## config.mk

```make
export PLATFORM = sky130hd
export DESIGN_NAME = serial_frame_rx
export DESIGN_NICKNAME = d
export VERILOG_FILES = /design/src/rtl/serial_frame_rx.sv
export SDC_FILE = /design/constraint.sdc
export NUM_CORES = 1
export LEC_CHECK = 0
export BUFFER_PORTS_ARGS = -buffer_cell sky130_fd_sc_hd__buf_2
export CAP_MARGIN = 10
export CORE_MARGIN = 2
export CORE_UTILIZATION = 49
export CTS_BUF_LIST = sky130_fd_sc_hd__clkbuf_4 sky130_fd_sc_hd__clkbuf_8
export DETAILED_ROUTE_END_ITERATION = 8
export PLACE_DENSITY_LB_ADDON = 0.1
export SYNTH_ARGS = -nofsm -noshare
export SYNTH_HDL_FRONTEND = slang
export SYNTH_SLANG_ARGS = --single-unit
```

## constraint.sdc

```tcl
create_clock -name clk -period 1.3 [get_ports clk]
set_clock_uncertainty 0.05 [all_clocks]
set_input_delay 0.13 -clock clk [delete_from_list [all_inputs] [get_ports clk]]
set_output_delay 0.13 -clock clk [all_outputs]
set_load 0.03 [all_outputs]
```

## src/rtl/serial_frame_rx.sv

```systemverilog
// Serial frame receiver: start bit 1, WIDTH data bits LSB first, stop bit 0.
// Good words land in a one-entry valid/ready holding register; framing errors pulse, drops set a sticky overflow.
module serial_frame_rx #(
    parameter int WIDTH = 4
) (
    input  logic             clk,
    input  logic             reset_n,
    input  logic             bit_in,
    input  logic             bit_en,
    output logic [WIDTH-1:0] data_out,
    output logic             data_valid,
    input  logic             data_ready,
    output logic             frame_err,
    output logic             overflow,
    input  logic             clear_overflow
);
    localparam int CW = (WIDTH > 2) ? $clog2(WIDTH) : 1;

    typedef enum logic [1:0] {S_IDLE, S_DATA, S_STOP} state_t;

    state_t           state_q, state_d;
    logic [CW-1:0]    cnt_q, cnt_d;
    logic [WIDTH-1:0] buf_q, buf_d;
    logic [WIDTH-1:0] dout_q, dout_d;
    logic             vld_q, vld_d;
    logic             ferr_q, ferr_d;
    logic             ovf_q, ovf_d;
    logic             good_stop;
    logic             drain;

    always_ff @(posedge clk or negedge reset_n) begin
        if (!reset_n) begin
            state_q <= S_IDLE;
            cnt_q   <= '0;
            buf_q   <= '0;
            dout_q  <= '0;
            vld_q   <= 1'b0;
            ferr_q  <= 1'b0;
            ovf_q   <= 1'b0;
        end else begin
            state_q <= state_d;
            cnt_q   <= cnt_d;
            buf_q   <= buf_d;
            dout_q  <= dout_d;
            vld_q   <= vld_d;
            ferr_q  <= ferr_d;
            ovf_q   <= ovf_d;
        end
    end

    always_comb begin
        state_d   = state_q;
        cnt_d     = cnt_q;
        buf_d     = buf_q;
        dout_d    = dout_q;
        vld_d     = vld_q;
        ferr_d    = 1'b0;
        ovf_d     = ovf_q;
        good_stop = 1'b0;
        drain     = vld_q && data_ready;

        if (bit_en) begin
            case (state_q)
                S_IDLE: if (bit_in) begin
                    state_d = S_DATA;
                    cnt_d   = '0;
                end
                S_DATA: begin
                    buf_d[cnt_q] = bit_in;
                    if (cnt_q == CW'(WIDTH - 1)) begin
                        state_d = S_STOP;
                        cnt_d   = '0;
                    end else begin
                        cnt_d = cnt_q + 1'b1;
                    end
                end
                S_STOP: begin
                    // A 1 in the stop slot is an error, never a fresh start bit.
                    state_d = S_IDLE;
                    if (bit_in) ferr_d = 1'b1;
                    else        good_stop = 1'b1;
                end
                default: state_d = S_IDLE;
            endcase
        end

        if (drain)          vld_d = 1'b0;
        if (clear_overflow) ovf_d = 1'b0;
        // Load may reuse the slot being drained on this edge; set beats clear.
        if (good_stop) begin
            if (!vld_q || drain) begin
                dout_d = buf_q;
                vld_d  = 1'b1;
            end else begin
                ovf_d = 1'b1;
            end
        end
    end

    assign data_out   = dout_q;
    assign data_valid = vld_q;
    assign frame_err  = ferr_q;
    assign overflow   = ovf_q;

endmodule

```

==> reports/results.ini <==
[cells_and_area]
layout.cells.non_filler=87
fillCellCount=112
area_growth_pct=24.2
diodes=0
drive_above_1_share=0.403
layout.nets=83

[cts]
htree_num_levels=1
clkSinkCount=15
clk_path_buf_depth=2
clk_pin_slew_ns=0.09
cts_buffers=3
root_buffer=clkbuf_4
cts_tree=built
clk_latency_ns=0.27

[synth]
synth_largest_area_cell=dfrtp_1
netlist_top_cells_count=dfrtp_1, nand2_1, ha_1, inv_1, mux2_2
avgSynthCellArea_um2=13.1
ys_async_sr_fraction=1.00
synth_most_common_cell=dfrtp_1
synthCells=51
syn_area_um2=668
ys_types=20
synth_edf_count=0
synthTopCellsByArea=dfrtp_1, ha_1, mux2_2
ys_seq_area_frac=0.562
synth_top_area_frac=0.562
synth_fp_nets=61
ys.flop_type=dfrtp_1
ys_ff_latch=15
ys_warn_count=0

[sta]
maxSlewViolCount=0
fmax_ghz=0.797
setup_violations=0
fin_tns_setup_ns=0
slew_headroom=0.778
hold_viol_final=0
period_share=0.965
rsz0062_at_grt=false
period_needed_ns=1.25
worst_pin_slew_ns=0.334

[global_routing]
grt_max_degree=16
grt_remaining_overflow=0
grt_use_total=0.156
antenna_found_initial=0
grt_pass1_vias=386
grt_pass1_wl_um=1680

[drt]
drc_errors=0
vias=445
routed.top_layer=met3
met1_length_um=515
wl_met3_um=58
routed_wl_um=1040
wl_per_cell_um=12.0
via_per_inst=5.11
dr_wl_met2_um=470
antenna_left=0
first_pass_iters=4
drtIter0Drc=4

[setup_path]
critical_path.top_delay_family=flip-flops
critPathKind=reg -> reg
cp-end-kind=register
worstPathMaxFanout=4
cp.required_ns=1.41
path_buf_inv=0
cpPeakStageDelay_ns=0.39
crit_chain=and2b_2, nand4b_4, mux2_2
start_kind=register
worst_ep_arrival_time_ns=1.37
slowest_stage=dfrtp_1

[placed_design]
gp_congestion=0.746
dp_hpwl_um=768
io_buffers=12
dp_cells=80

[min_path]
hold_class=in -> reg

[floorplanning]
die_x_um=40.9
die_area_mm2=0.00167
start_util=0.520
num_io_pins=13
core_mm2=0.00128
rows=13
die_h_um=40.9

[power_and_ir_drop]
vdd.ir_drop.worst_mv=0.972
total_leakage_power_nw=0.436
pwr_density_cell_mw_per_mm2=1880

[outcome]
outcome=finished, final reports clean

[job]
max-cap-violations=0

==> cells in the final DEF, fill, tap and decap left out <==
| cell type | n |
|---|---|
| a22o_1 | 2 |
| a32o_1 | 1 |
| and2b_2 | 1 |
| and3_1 | 1 |
| and3b_2 | 1 |
| buf_2 | 12 |
| buf_4 | 4 |
| clkbuf_4 | 4 |
| dfrtp_1 | 15 |
| dlygate4sd3_1 | 2 |
| ha_1 | 4 |
| inv_1 | 3 |
| inv_2 | 1 |
| mux2_1 | 3 |
| mux2_2 | 4 |
| mux2_4 | 1 |
| nand2_1 | 5 |
| nand2b_1 | 1 |
| nand3b_1 | 1 |
| nand4b_4 | 1 |
| nor2_1 | 1 |
| o211ai_1 | 1 |
| o21ai_0 | 2 |
| o22ai_1 | 1 |
==> worst paths after layout <==
check	startpoint	end	slack (ns)	cells past startpoint
setup / recovery	state_q[0]$_DFFE_PN0P_	data_out[2]$_DFFE_PN0P_	0.05	3
hold / removal	bit_en	state_q[1]$_DFFE_PN0P_	0.05	2
setup reg to reg	state_q[0]$_DFFE_PN0P_	data_out[2]$_DFFE_PN0P_	0.05	3
hold reg to reg	buf_q[1]$_DFFE_PN0P_	buf_q[1]$_DFFE_PN0P_	0.45	1
max in group asynchronous	reset_n	data_out[0]$_DFFE_PN0P_	0.72	2
min in group asynchronous	reset_n	overflow$_DFF_PN0_	0.23	2
==> flip-flops by register name, summed over array words and instances, names as in the netlist <==
signal and flops:
data_valid 1, cnt_q 2, overflow 1, frame_err 1, buf_q 4, data_out 4, state_q 2
==> per-layer routing <==
layer	vias to the layer above	global-route usage
met1	215	0.201
met2	11	0.246
li1	219	-
met3	0	0.0326
met4	0	0.0750
met5	-	0
==> layout make-up <==
type | count | area (um2) | share of cell area
inverter | 4 | 15.0 | 0.0181
multi-input combinational | 31 | 280 | 0.338
timing repair buffer | 18 | 110 | 0.133
clock buffer | 4 | 30.0 | 0.0362
tap | 15 | 18.8 | 0.0226
sequential | 15 | 375 | 0.452
==> per-stage QoR <==
step                setup WS, ns  power (mW)  hold WS (ns)   util  instance area (um2)
floorplan                 0.0155        1.10        -0.216      -                  668
global placement          0.0536        1.25      -0.00344  0.593                  762
detailed placement        0.0466        1.26      -0.00261  0.593                  762
CTS                       0.0324        1.55        0.0408  0.632                  812
global route              0.0158        1.69        0.0798  0.646                  830
finish                    0.0453        1.56        0.0471  0.646                  830
==> repair_timing <==
| action | in CTS | in global routing |
|---|---|---|
| endpoints found under the hold margin | 16 | 0 |
| endpoints found under the setup margin | 0 | 7 |
| resized for setup | 0 | 3 |
| buffers inserted | 0 | 1 |
| hold buffers | 2 | 0 |
==> power by group <==
part | total [mW] | internal (mW) | switching (mW)
clock network | 0.277 | 0.140 | 0.137
registers | 0.727 | 0.624 | 0.103
logic | 0.558 | 0.278 | 0.281
total | 1.56 | 1.04 | 0.521
==> cells by family (layout without fill, tap and decap cells) <==
group | Yosys count | after routing | synth area share
AO/OA/AOI/OAI | 7 | 7 | 0.0768
buffers and inverters | 5 | 26 | 0.0337
AND/OR/NAND/NOR | 12 | 12 | 0.112
multiplexers | 8 | 8 | 0.140
flip-flops | 15 | 15 | 0.562
adder cells (fa/ha/maj) | 4 | 4 | 0.0749
No activity file was read; power rests on OpenSTA's default activity.
